`src/rtl/imem_program_loader.sv`:
```
// ----------------------------------------------------------------------------
// imem_program_loader
//
// Packs instruction fields (opcode, rd, rs1, rs2, imm) into 32-bit instruction
// words and writes them one after another into instruction memory. The boot
// path or a testbench uses it to load a program into the single-cycle core
// before execution starts.
//
// Fields that an instruction class does not use are forced to zero, so every
// word written has a canonical encoding. Unknown opcodes end the session with
// an error, and no word is written for them.
//
// Word layout: {opcode[31:27], rd[26:22], rs1[21:17], rs2[16:12], imm[11:0]}
//
// Parameters
//   ADDR_W     IMem word-address width; capacity is 2^ADDR_W words
//   BASE_ADDR  first word address written after start
//
// Ports
//   clk         system clock, rising edge
//   rst_n       asynchronous active-low reset
//   start       one-cycle pulse, begins a session at BASE_ADDR (IDLE only)
//   in_valid    instruction fields valid
//   in_ready    loader accepts fields this cycle (high in LOAD)
//   in_last     marks the final instruction (sampled with in_valid)
//   in_opcode   opcode, 1..20 legal
//   in_rd       destination register
//   in_rs1      source register 1
//   in_rs2      source register 2
//   in_imm      immediate
//   imem_we     IMem write strobe, one cycle per word
//   imem_addr   IMem word address
//   imem_wdata  encoded instruction
//   busy        session in progress (LOAD or DRAIN)
//   done        sticky, session completed normally
//   err         sticky, illegal opcode or capacity overflow
//   word_count  words written in this session
//
// State table
//   state   | meaning
//   --------+-----------------------------------------------------------
//   S_IDLE  | no session; waits for start, in_ready low
//   S_LOAD  | accepting fields; each legal transfer writes one word a
//           | cycle later
//   S_DRAIN | final word is on the write port; closes session with done
//           | (last seen) or err (memory filled without last)
// ----------------------------------------------------------------------------
module imem_program_loader #(
    parameter int ADDR_W    = 8,
    parameter int BASE_ADDR = 0
) (
    input  logic              clk,
    input  logic              rst_n,
    input  logic              start,
    input  logic              in_valid,
    output logic              in_ready,
    input  logic              in_last,
    input  logic [4:0]        in_opcode,
    input  logic [4:0]        in_rd,
    input  logic [4:0]        in_rs1,
    input  logic [4:0]        in_rs2,
    input  logic [11:0]       in_imm,
    output logic              imem_we,
    output logic [ADDR_W-1:0] imem_addr,
    output logic [31:0]       imem_wdata,
    output logic              busy,
    output logic              done,
    output logic              err,
    output logic [ADDR_W:0]   word_count
);

    typedef enum logic [1:0] {
        S_IDLE  = 2'd0,
        S_LOAD  = 2'd1,
        S_DRAIN = 2'd2
    } state_t;

    localparam logic [ADDR_W-1:0] BASE      = ADDR_W'(BASE_ADDR);
    localparam logic [ADDR_W-1:0] ADDR_ONE  = ADDR_W'(1);
    localparam logic [ADDR_W:0]   WC_ONE    = (ADDR_W+1)'(1);
    // word_count value at which the next legal word takes the last free slot
    localparam logic [ADDR_W:0]   LAST_SLOT = {1'b0, {ADDR_W{1'b1}}};

    state_t              r_state;
    state_t              w_state_nxt;

    logic [ADDR_W-1:0]   r_cur_addr;
    logic [ADDR_W-1:0]   r_wr_addr;
    logic [31:0]         r_wdata;
    logic                r_we;
    logic                r_done;
    logic                r_err;
    logic [ADDR_W:0]     r_word_count;
    logic                r_last_seen;

    logic                w_xfer;
    logic                w_legal;
    logic                w_write;
    logic                w_at_last_slot;
    logic                w_start_sess;
    logic [31:0]         w_encoded;

    // Canonical encoding: zero the fields the instruction class ignores.
    function automatic logic [31:0] f_encode(
        input logic [4:0]  op,
        input logic [4:0]  rd,
        input logic [4:0]  rs1,
        input logic [4:0]  rs2,
        input logic [11:0] imm
    );
        logic [4:0]  v_rd;
        logic [4:0]  v_rs1;
        logic [4:0]  v_rs2;
        logic [11:0] v_imm;
        v_rd  = rd;
        v_rs1 = rs1;
        v_rs2 = rs2;
        v_imm = imm;
        case (op)
            5'd1, 5'd3, 5'd4, 5'd6, 5'd8, 5'd10, 5'd12: begin
                v_imm = '0;
            end
            5'd2, 5'd5, 5'd7, 5'd9, 5'd11, 5'd13, 5'd15, 5'd20: begin
                v_rs2 = '0;
            end
            5'd14, 5'd19: begin
                v_rs1 = '0;
                v_rs2 = '0;
            end
            5'd16, 5'd17, 5'd18: begin
                v_rd = '0;
            end
            default: begin
            end
        endcase
        return {op, v_rd, v_rs1, v_rs2, v_imm};
    endfunction

    assign w_xfer         = in_valid && (r_state == S_LOAD);
    assign w_legal        = (in_opcode >= 5'd1) && (in_opcode <= 5'd20);
    assign w_write        = w_xfer && w_legal;
    assign w_at_last_slot = (r_word_count == LAST_SLOT);
    assign w_start_sess   = start && (r_state == S_IDLE);
    assign w_encoded      = f_encode(in_opcode, in_rd, in_rs1, in_rs2, in_imm);

    // ------------------------------------------------------------------
    // FSM state register
    // ------------------------------------------------------------------
    always_ff @(posedge clk or negedge rst_n) begin
        if (!rst_n) begin
            r_state <= S_IDLE;
        end else begin
            r_state <= w_state_nxt;
        end
    end

    // ------------------------------------------------------------------
    // FSM next-state and state-decoded outputs
    // ------------------------------------------------------------------
    always_comb begin
        w_state_nxt = r_state;
        in_ready    = 1'b0;
        busy        = 1'b0;
        case (r_state)
            S_IDLE: begin
                if (start) begin
                    w_state_nxt = S_LOAD;
                end
            end
            S_LOAD: begin
                in_ready = 1'b1;
                busy     = 1'b1;
                if (w_xfer) begin
                    if (!w_legal) begin
                        w_state_nxt = S_IDLE;
                    end else if (in_last || w_at_last_slot) begin
                        w_state_nxt = S_DRAIN;
                    end
                end
            end
            S_DRAIN: begin
                busy        = 1'b1;
                w_state_nxt = S_IDLE;
            end
            default: begin
                w_state_nxt = S_IDLE;
            end
        endcase
    end

    // ------------------------------------------------------------------
    // Datapath: write port, address/count tracking, sticky status
    // ------------------------------------------------------------------
    always_ff @(posedge clk or negedge rst_n) begin
        if (!rst_n) begin
            r_cur_addr   <= BASE;
            r_wr_addr    <= BASE;
            r_wdata      <= '0;
            r_we         <= 1'b0;
            r_done       <= 1'b0;
            r_err        <= 1'b0;
            r_word_count <= '0;
            r_last_seen  <= 1'b0;
        end else begin
            r_we <= w_write;

            if (w_start_sess) begin
                r_cur_addr   <= BASE;
                r_done       <= 1'b0;
                r_err        <= 1'b0;
                r_word_count <= '0;
                r_last_seen  <= 1'b0;
            end

            if (w_write) begin
                r_wr_addr    <= r_cur_addr;
                r_wdata      <= w_encoded;
                // address wraps naturally modulo 2^ADDR_W
                r_cur_addr   <= r_cur_addr + ADDR_ONE;
                r_word_count <= r_word_count + WC_ONE;
                r_last_seen  <= in_last;
            end

            if (w_xfer && !w_legal) begin
                r_err <= 1'b1;
            end

            // Reaching DRAIN without in_last means memory filled up first.
            if (r_state == S_DRAIN) begin
                if (r_last_seen) begin
                    r_done <= 1'b1;
                end else begin
                    r_err <= 1'b1;
                end
            end
        end
    end

    assign imem_we    = r_we;
    assign imem_addr  = r_wr_addr;
    assign imem_wdata = r_wdata;
    assign done       = r_done;
    assign err        = r_err;
    assign word_count = r_word_count;

endmodule
```
`config.mk`:
```
export PLATFORM = sky130hd
export DESIGN_NAME = imem_program_loader
export DESIGN_NICKNAME = d
export VERILOG_FILES = /design/src/rtl/imem_program_loader.sv
export SDC_FILE = /design/constraint.sdc
export NUM_CORES = 1
export LEC_CHECK = 0
export BUFFER_PORTS_ARGS = -buffer_cell sky130_fd_sc_hd__buf_2
export CORE_MARGIN = 3
export CORE_UTILIZATION = 45
export CTS_CLUSTER_DIAMETER = 150
export DETAILED_ROUTE_END_ITERATION = 8
export GPL_TIMING_DRIVEN = 0
export PLACE_DENSITY = 0.7
export SETUP_SLACK_MARGIN = 0.02
export SKIP_CTS_REPAIR_TIMING = 1
export SKIP_LAST_GASP = 1
export SLEW_MARGIN = 30
export SYNTH_ARGS = -nofsm -noshare
export SYNTH_HDL_FRONTEND = slang
export SYNTH_SLANG_ARGS = --single-unit
```
`constraint.sdc`:
```
create_clock -name clk -period 5.83 [get_ports clk]
set_input_delay 0.8745 -clock clk [delete_from_list [all_inputs] [get_ports clk]]
set_output_delay 0.8745 -clock clk [all_outputs]
set_load 0.005 [all_outputs]
```
==> results of run 1 <==
cells by family after synthesis:
logic type,count (synthesis)
compound gates,94
xor+xnor,12
fa+ha+maj,7
mux,17
flops,63
simple gates,52
buf+inv,36
final cells by class:
cell class,instances,share of cell area
timing repair buffer,88,0.125
tap,75,0.0252
clock inverter,6,0.0165
multi-input combinational,182,0.330
clock buffer,10,0.0343
inverter,15,0.0151
sequential,63,0.424
buffer,21,0.0299
synthesized netlist by cell type (all sizes together) (2+ instances only):
| cell | instances |
|---|---|
| mux2 | 15 |
| a31o | 2 |
| nand2 | 28 |
| and3 | 2 |
| o211ai | 17 |
| ha | 7 |
| nand3 | 7 |
| buf | 7 |
| a21oi | 2 |
| dfrtp | 63 |
| mux2i | 2 |
| nor2 | 3 |
| o31ai | 5 |
| a22o | 6 |
| o21ai | 57 |
| clkbuf | 14 |
| inv | 15 |
| xor2 | 5 |
| xnor2 | 7 |
worst register-to-register path, cell delays in order, from the launching register on:
cell     delay (ns)
dfrtp_1        0.43
ha_1           0.24
nand3_1        0.12
nor2_1         0.08
and3_1         0.19
ha_1           0.20
o41ai_1        0.38
mux2_2         0.37
worst min-delay path by stage:
stage / cells after the start / slack (ns) / endpoint
final: 1 / 0.39 / imem_wdata[1]
after global routing: 1 / 0.40 / imem_wdata[1]
after CTS: 1 / 0.39 / imem_wdata[1]
after detailed placement: 2 / 0.47 / err
after global placement: 2 / 0.46 / err
after floorplan: 2 / 0.47 / err
sequential cells by signal, summed over array words and instances, names as in the netlist:
signal and flops:
done 1, imem_addr 8, r_state 2, r_last_seen 1, imem_we 1, r_cur_addr 8
word_count 9, imem_wdata 32, err 1
per-stage QoR:
stage | util | area, um2 | hold slack [ns] | std cells | setup WS, ns
2_1_floorplan | - | 2970 | 0.474 | 281 | 3.33
3_3_place_gp | 0.568 | 3500 | 0.462 | 443 | 3.22
4_1_cts | 0.603 | 3720 | 0.390 | 460 | 3.51
6_report | 0.603 | 3720 | 0.392 | 460 | 3.51
3_5_place_dp | 0.573 | 3530 | 0.468 | 444 | 3.14
5_1_grt | 0.603 | 3720 | 0.397 | 460 | 3.38
per-layer routing:
layer / GRT usage / wire (um) / vias up
met5: 0 / 0 / -
met4: 0.0865 / 127 / 0
met3: 0.0473 / 494 / 11
met2: 0.307 / 3280 / 88
met1: 0.260 / 3230 / 1170
li1: - / - / 1202
report_power, final:
group          switching [mW]  internal, mW  leakage, nW  total, mW
registers              0.0745         0.572        0.824      0.646
logic                   0.247         0.224        0.945      0.470
clock network           0.175         0.196       0.0960      0.371
==> reports/results.tsv, run 1 <==
stage	metric	value	unit
global_route	grt_pass1_wl	11.6	mm
power_and_ir_drop	cellPowerDensity	400	mW/mm2
sta	finalClockSkew	0.00780	ns
power_and_ir_drop	p_total	1.49	mW
logic_synthesis	synth_compound_area_frac	0.196	
logic_synthesis	avgSynthCellArea	10.6	um2
logic_synthesis	synth_adder_area_share	0.0295	
setup_path	rr_worst_depth	7	
power_and_ir_drop	peakVddDrop	0.227	mV
logic_synthesis	yosysSeqAreaShare	0.530	
setup_path	end_kind	register	
run	drv_cap	0	
layout	mostFrequentLayoutCell	buf_2	
setup_path	crit_path_cell_trace	buf_6 -> or4_4 -> o211ai_4 -> or2_4 -> clkbuf_1 -> o21ai_0	
layout	n_fill_cell	534	
logic_synthesis	yosys_most_used_dff	dfrtp_1	
logic_synthesis	synthXorXnorAreaFrac	0.0354	
global_route	antenna_found_initial	0	
logic_synthesis	synth_edf_count	0	
setup_path	crit_path_end	imem_wdata[25]	
placed_design	gp_congestion	0.814	
logic_synthesis	synth_warnings	0	
drt	num_vias	2471	
sta	drv_slew	0	
drt	post-route-drc-count	0	
setup_path	crit_buf_inv	2	
drt	wl_per_cell	15.5	um
hold_path	hold_class	input port to async pin	
sta	finalSetupViolations	0	
drt	final_antenna_net_count	0	
sta	worst_pin_slew	0.734	ns
global_route	grt_overflow	0	
sta	period_share	0.398	
logic_synthesis	syn-num-nets	325	
setup_path	worst_path_largest_cell_delay	0.54	ns
setup_path	worst-path-max-fanout	10	
setup_path	regToRegEndpoint	r_state[0]	
setup_path	startpoint	in_opcode[3]	
floorplanning	dieArea	0.00762	mm2
clocking	tritoncts	built	
setup_path	cp.required	6.03	ns
floorplanning	start_util	0.482	
status	status	completed	
clocking	clockBufferDepth	2	
setup_path	critPathArrivalTime	2.52	ns
clocking	clkLatencyLatePin	0.34	ns
setup_path	cp_slowest_cell	or4_4	
logic_synthesis	yosysTopAreaCellShare	0.530	
logic_synthesis	synthDistinctLibCells	41	
global_route	track_usage	0.197	
layout	multi_input_area	0.00123	mm2
clocking	cts_buffers	9	
setup_path	startpoint_type	input port	
layout	insertedDiodeCount	0	
sta	fmaxAchievable	430	MHz
drt	dr.first_iter.drc_count	124	
placed_design	portBuffers	87	
sta	finalSetupTns	0	ns
floorplanning	coreArea	0.00617	mm2
placed_design	dp_hpwl	5.14	mm
sta	finalHoldViolCount	0	
sta	slew_headroom	0.508	
layout	layout_common_cells	buf_2, dfrtp_1, o21ai_0	
layout	register_area	0.00158	mm2
logic_synthesis	ys_top_cells_by_area	dfrtp_1, o21ai_0, mux2_2, o211ai_1, nand2_1	
drt	routed_wl	7.13	mm
logic_synthesis	ys_ff_latch	63	
logic_synthesis	synthSimpleGateAreaFrac	0.0875	
global_route	grt_pass1_vias	2414	
logic_synthesis	synth_top_family_by_area	compound AO/OA/AOI/OAI gates	
power_and_ir_drop	leakagePower	1.87	nW
logic_synthesis	synth_area_leader_cell	dfrtp_1	
clocking	cts-htree-levels	3	
clocking	cts.clk_slew.worst_paths	0.08	ns
setup_path	reg2reg_slack	3.71	ns
setup_path	cp.depth	6	
setup_path	criticalPathCategory	input port to register	
setup_path	r2r-start	word_count[0]	
layout	area_growth	25.2	%
drt	via_per_inst	5.37	
logic_synthesis	synthArstFlopShare	1.00	
floorplanning	fp.dieW	87.3	um
sta	fin_crit	2.32	ns
layout	final_nets	424	
layout	drive_gt1_frac	0.345	
logic_synthesis	synthMuxAreaShare	0.0648	
clocking	cts-root-buf	clkbuf_8	
logic_synthesis	synthesis.area	0.00297	mm2
clocking	numClockSinks	63	
logic_synthesis	synthCells	281	
floorplanning	pin_count	91	
sta	rsz0062_at_grt	no	
setup_path	path_delay_family	simple AND/OR/NAND/NOR gates	
drt	drtPass1Iterations	4	
global_route	grt_max_degree	49	
floorplanning	rows	28	
floorplanning	die_h	87.3	um
(Power assumes the default switching activity.)
==> inputs of run 2 (changes only) <==
- ABC_AREA: default -> 1
- PLACE_DENSITY: 0.7 -> 0.74
- clock period: 5.83 -> 2.06 ns (I/O delays scaled with it)
==> run 2 against run 1 <==
Net effect: critical path depth grew 5; design area shrank 0.57%; largest power group unchanged; flip-flop and latch count is the same.
==> reports/results.tsv, run 2 <==
stage	metric	value	unit
setup_path	crit_path_cell_trace	ha_1 -> nand3_1 -> nor2_1 -> nand3_1 -> nor2_1 -> ha_1 -> nor2_1 -> nand3_1 -> nand2_1 -> nand2_1 -> nand2_1	
logic_synthesis	yosys_most_used_dff	dfrtp_1	
layout	drive_gt1_frac	0.274	
power_and_ir_drop	cellPowerDensity	1200	mW/mm2
power_and_ir_drop	p_total	4.46	mW
floorplanning	pin_count	91	
logic_synthesis	ys_ff_latch	63	
layout	mostFrequentLayoutCell	nand2_1	
sta	finalSetupViolations	0	
floorplanning	rows	28	
setup_path	startpoint	word_count[1]	
drt	routed_wl	6.96	mm
clocking	numClockSinks	63	
setup_path	worst-path-max-fanout	4	
global_route	grt_overflow	0	
layout	largest_reg_flops	32	
clocking	cts-htree-levels	3	
power_and_ir_drop	power.switching	1.48	mW
logic_synthesis	avgSynthCellArea	8.58	um2
clocking	cts_buffers	9	
setup_path	criticalPathCategory	register to register	
setup_path	cp_slowest_cell	dfrtp_1	
floorplanning	start_util	0.477	
global_route	grt_max_degree	49	
drt	post-route-drc-count	0	
setup_path	end_kind	register	
logic_synthesis	synth_area_leader_cell	dfrtp_1	
hold_path	hold_start	in_imm[2]	
placed_design	place_ws	0.309	ns
power_and_ir_drop	switching_share	0.333	
sta	fin_crit	1.78	ns
floorplanning	dieArea	0.00743	mm2
run	drv_cap	0	
logic_synthesis	ys_top_cells_by_area	dfrtp_1, nand2_1, nand3_1, o21ai_0, inv_1	
logic_synthesis	synthArstFlopShare	1.00	
power_and_ir_drop	intPower	2.97	mW
drt	drtPass1Iterations	5	
hold_path	hold_class	input port to register	
setup_path	crit_buf_inv	0	
layout	final_nets	484	
setup_path	cp.depth	11	
sta	finalHoldViolCount	0	
sta	slew_headroom	0.687	
layout	area_growth	27.9	%
layout	design_area	0.00370	mm2
global_route	grt_pass1_wl	11.5	mm
logic_synthesis	synthDistinctLibCells	26	
clocking	cts-root-buf	clkbuf_8	
layout	insertedDiodeCount	0	
clocking	clkLatencyLatePin	0.33	ns
setup_path	cp.required	2.28	ns
power_and_ir_drop	seq_power_share	0.426	
sta	rsz0062_at_grt	no	
sta	finalSetupTns	0	ns
setup_path	startpoint_type	register	
setup_path	rr_worst_depth	11	
placed_design	portBuffers	90	
status	status	completed	
setup_path	r2r-start	word_count[1]	
power_and_ir_drop	peakVddDrop	0.812	mV
setup_path	critPathArrivalTime	2.00	ns
placed_design	dp_hpwl	5.11	mm
sta	fmaxAchievable	561	MHz
hold_path	min_path_cells	3	
sta	finalClockSkew	0.00917	ns
floorplanning	die_h	86.2	um
floorplanning	coreArea	0.00606	mm2
power_and_ir_drop	power_frac_comb	0.308	
drt	via_per_inst	4.99	
logic_synthesis	post-synth-top-count-cell	nand2_1	
layout	layout_common_cells	nand2_1, buf_2, dfrtp_1	
clocking	cts.clk_slew.worst_paths	0.07	ns
power_and_ir_drop	power.share.clock	0.266	
logic_synthesis	yosysSeqAreaShare	0.545	
global_route	grt_pass1_vias	2353	
logic_synthesis	synthesis.area	0.00289	mm2
global_route	track_usage	0.196	
power_and_ir_drop	leakagePower	2.02	nW
logic_synthesis	synth_common_cells	nand2_1, dfrtp_1, nand3_1	
drt	wl_per_cell	13.4	um
logic_synthesis	synth_warnings	0	
global_route	antenna_found_initial	0	
drt	final_antenna_net_count	0	
logic_synthesis	yosysTopAreaCellShare	0.545	
sta	fin_ws	0.278	ns
setup_path	path_delay_family	simple AND/OR/NAND/NOR gates	
floorplanning	fp.dieW	86.2	um
layout	fin_util	0.610	
drt	dr.first_iter.drc_count	102	
placed_design	placed_cell_area	0.00347	mm2
sta	period_share	0.865	
logic_synthesis	syn-num-nets	381	
logic_synthesis	synthCells	337	
setup_path	worst_path_largest_cell_delay	0.43	ns
logic_synthesis	synth_edf_count	0	
drt	num_vias	2594	
placed_design	gp_congestion	0.860	
sta	drv_slew	0	
sta	worst_pin_slew	0.469	ns
clocking	tritoncts	built	
clocking	clockBufferDepth	2	
run 2: cell types whose count changed in the layout (fill, tap and decap cells not counted), sizes merged, moves of 6 or more:
| cell | previous run | this run |
|---|---|---|
| mux2 | 15 | 0 |
| nor2 | 3 | 12 |
| o21ai | 57 | 33 |
| inv | 15 | 27 |
| nand2 | 28 | 121 |
| nand3 | 7 | 43 |
| o211ai | 17 | 1 |
| buf | 95 | 101 |
| clkbuf | 24 | 13 |
run 2: kinds of logic (layout without fill, tap and decap cells):
kind of cell               after synthesis  after routing  share of synthesized area
DFF                                     63             63                      0.545
adders and majority gates                7              7                     0.0303
and+or+nand+nor                        183            183                      0.269
xor gates and xnor gates                 7              7                     0.0212
buffers and inverters                   39            147                     0.0657
AOI/OAI and AO/OA                       38             38                     0.0683
run 2: layout make-up:
cell class | count | area (um2)
Buffer | 12 | 86.3
Clock buffer | 11 | 141
Clock inverter | 5 | 81.3
Fill cell | 535 | 2360
Inverter | 27 | 104
Multi-Input combinational cell | 235 | 1130
Sequential cell | 63 | 1580
Tap cell | 75 | 93.8
Timing Repair Buffer | 92 | 490
run 2: worst register-to-register path, stage by stage, from the launching register on:
cell and delay (ns):
dfrtp_1 0.43, ha_1 0.21, nand3_1 0.11, nor2_1 0.18
nand3_1 0.12, nor2_1 0.13, ha_1 0.19, nor2_1 0.06
nand3_1 0.09, nand2_1 0.06, nand2_1 0.05, nand2_1 0.04
run 2: power by group through the flow:
stage | registers [mW] | logic, mW | clock network (mW)
after floorplan | 1.92 | 0.693 | 0
after global placement | 1.89 | 1.34 | 0
after detailed placement | 1.90 | 1.39 | 0
after CTS | 1.89 | 1.40 | 1.20
after global routing | 1.94 | 1.57 | 1.28
final | 1.90 | 1.37 | 1.18
run 2: stage by stage:
step	cells	hold WS (ns)
floorplan	337	0.0134
finish	520	0.164
detailed placement	503	0.198
global route	520	0.155
global placement	502	0.458
CTS	519	-0.158
run 2: per-layer routing:
metal | track usage | share of wire
met1 | 0.280 | 0.47
met2 | 0.296 | 0.46
met3 | 0.0371 | 0.053
met4 | 0.0779 | 0.023
met5 | 0 | 0
run 2: worst paths after layout:
kind                                  to  slack [ns]
setup / recovery              r_state[0]        0.28
hold / removal             imem_wdata[2]        0.16
hold reg to reg            imem_wdata[0]        0.47
setup reg to reg              r_state[0]        0.28
min in group asynchronous  word_count[1]        0.39
max in group asynchronous     r_state[1]        1.16
==> inputs of run 3 (changes only) <==
==> constraint.sdc (replaced) <==
create_clock -name clk -period 2.06 [get_ports clk]
set_input_delay 0.103 -clock clk [delete_from_list [all_inputs] [get_ports clk]]
set_output_delay 0.103 -clock clk [all_outputs]
set_load 0.005 [all_outputs]
==> run 3 against run 2 <==
Net effect: the flow now finishes with violations (hold timing); die area is the same; non-clock buffer count rose by 12; power rose by 0.60%; hold slack got worse by 0.17 ns; final cell count increased by 2.3%; design area grew 3.2%; critical endpoint is now r_cur_addr[4].
==> reports/results.tsv, run 3 (synthesis gave the netlist of run 2 again) <==
stage	metric	value	unit
layout	layout_common_cells	nand2_1, buf_2, dfrtp_1	
power_and_ir_drop	p_total	4.48	mW
clocking	cts_buffers	9	
floorplanning	die_h	86.2	um
drt	wl_per_cell	13.4	um
drt	num_vias	2650	
setup_path	path_delay_family	buffers and inverters	
setup_path	worst_path_largest_cell_delay	0.38	ns
sta	fin_crit	1.77	ns
drt	final_antenna_net_count	0	
drt	routed_wl	7.14	mm
clocking	numClockSinks	63	
sta	slew_headroom	0.691	
setup_path	worst-path-max-fanout	10	
setup_path	rr_worst_depth	9	
layout	drive_gt1_frac	0.267	
layout	n_fill_cell	518	
clocking	clockBufferDepth	2	
layout	insertedDiodeCount	0	
global_route	grt_use_met1	0.280	
layout	final_nets	496	
sta	finalSetupViolations	0	
setup_path	r2r-start	r_state[1]	
global_route	antenna_found_initial	0	
global_route	grt_pass1_vias	2353	
placed_design	gp_congestion	0.860	
layout	mostFrequentLayoutCell	nand2_1	
global_route	track_usage	0.196	
layout	register_area	0.00158	mm2
global_route	grt.met3_usage	0.0371	
clocking	cts.clk_slew.worst_paths	0.07	ns
sta	drv_slew	0	
floorplanning	rows	28	
status	violations	hold timing	
global_route	top_usage_layer	met2	
floorplanning	fp.dieW	86.2	um
drt	dr.first_iter.drc_count	143	
setup_path	startpoint	r_state[1]	
floorplanning	dieArea	0.00743	mm2
setup_path	crit_path_end	r_cur_addr[4]	
placed_design	portBuffers	90	
global_route	grt_pass1_wl	11.5	mm
sta	finalClockSkew	0.00836	ns
global_route	grtUsageMet2	0.296	
power_and_ir_drop	leakagePower	2.07	nW
setup_path	crit_buf_inv	4	
sta	finalHoldViolCount	2	
floorplanning	pin_count	91	
hold_path	min_path_cells	3	
clocking	clkLatencyLatePin	0.33	ns
sta	fmaxAchievable	565	MHz
setup_path	cp.required	2.25	ns
setup_path	critPathArrivalTime	1.96	ns
global_route	grt_overflow	0	
layout	area_growth	32.1	%
drt	drtPass1Iterations	7	
setup_path	startpoint_type	register	
hold_path	hold_class	input port to register	
sta	fin_hold_ws	-0.00787	ns
sta	rsz0062_at_grt	no	
sta	period_share	0.860	
placed_design	dp_hpwl	5.11	mm
global_route	grt_max_degree	49	
drt	via_per_inst	4.98	
clocking	cts-htree-levels	3	
setup_path	end_kind	register	
setup_path	crit_path_cell_trace	inv_1 -> ha_1 -> nand2_1 -> inv_1 -> nand2_1 -> buf_6 -> buf_4 -> nand3_1 -> o21ai_0	
layout	largest_reg_flops	32	
setup_path	cp_slowest_cell	dfrtp_1	
status	status	complete, but fails checks	
floorplanning	start_util	0.477	
setup_path	regToRegEndpoint	r_cur_addr[4]	
layout	multi_input_area	0.00113	mm2
clocking	tritoncts	built	
power_and_ir_drop	cellPowerDensity	1170	mW/mm2
setup_path	criticalPathCategory	register to register	
sta	worst_pin_slew	0.464	ns
floorplanning	coreArea	0.00606	mm2
setup_path	cp.depth	9	
power_and_ir_drop	peakVddDrop	0.814	mV
sta	finalSetupTns	0	ns
drt	post-route-drc-count	0	
run	drv_cap	0	
clocking	cts-root-buf	clkbuf_8	
setup_path	reg2reg_slack	0.29	ns
## run 3: cell types whose count changed in the layout (fill, tap and decap cells not counted)
| cell | delta |
|---|---|
| dlygate4sd3_1 | +12 |
## run 3: worst register-to-register path, delay by kind of cell (launching register included)
family,cells,cell delay [ns]
AO/OA/AOI/OAI,1,0.10
adder cells (fa/ha/maj),1,0.25
buffers and inverters,4,0.63
flip-flops,1,0.38
AND/OR/NAND/NOR,3,0.28
## run 3: worst min-delay path by stage
stage / start / to / slack (ns)
2_1_floorplan: rst_n / done / -0.19
3_3_place_gp: in_imm[5] / imem_wdata[5] / 0.30
3_5_place_dp: rst_n / imem_addr[4] / -0.008
4_1_cts: rst_n / word_count[1] / -0.36
5_1_grt: in_rs1[1] / imem_wdata[18] / 0.002
6_report: in_rs2[4] / imem_wdata[16] / -0.008
## run 3: metrics by stage
stage | hold slack [ns] | instance area [um2] | setup slack (ns) | utilization | std cells
detailed placement | -0.00850 | 3470 | 0.311 | 0.572 | 503
floorplan | -0.193 | 2890 | 0.552 | - | 337
CTS | -0.364 | 3690 | 0.307 | 0.609 | 519
global route | 0.00193 | 3820 | 0.162 | 0.630 | 532
global placement | 0.295 | 3440 | 0.400 | 0.567 | 502
finish | -0.00787 | 3820 | 0.289 | 0.630 | 532
## run 3: metal layers
metal	vias to the layer above	wire, um
li1	1317	-
met3	16	353
met1	1236	3310
met5	-	0
met4	0	163
met2	81	3310
## run 3: layout make-up
cell class                 count  share of cell area
buffer                        12              0.0226
clock buffer                  11              0.0370
clock inverter                 5              0.0213
inverter                      27              0.0272
multi-input combinational    235               0.295
sequential                    63               0.413
tap                           75              0.0246
timing repair buffer         104               0.160
## run 3: power breakdown
| group | internal (mW) | switching (mW) | total [mW] | leakage, nW |
|---|---|---|---|---|
| Sequential | 1.65 | 0.254 | 1.90 | 0.828 |
| Combinational | 0.627 | 0.771 | 1.40 | 1.13 |
| Clock | 0.715 | 0.468 | 1.18 | 0.110 |
| Total | 2.99 | 1.49 | 4.48 | 2.07 |
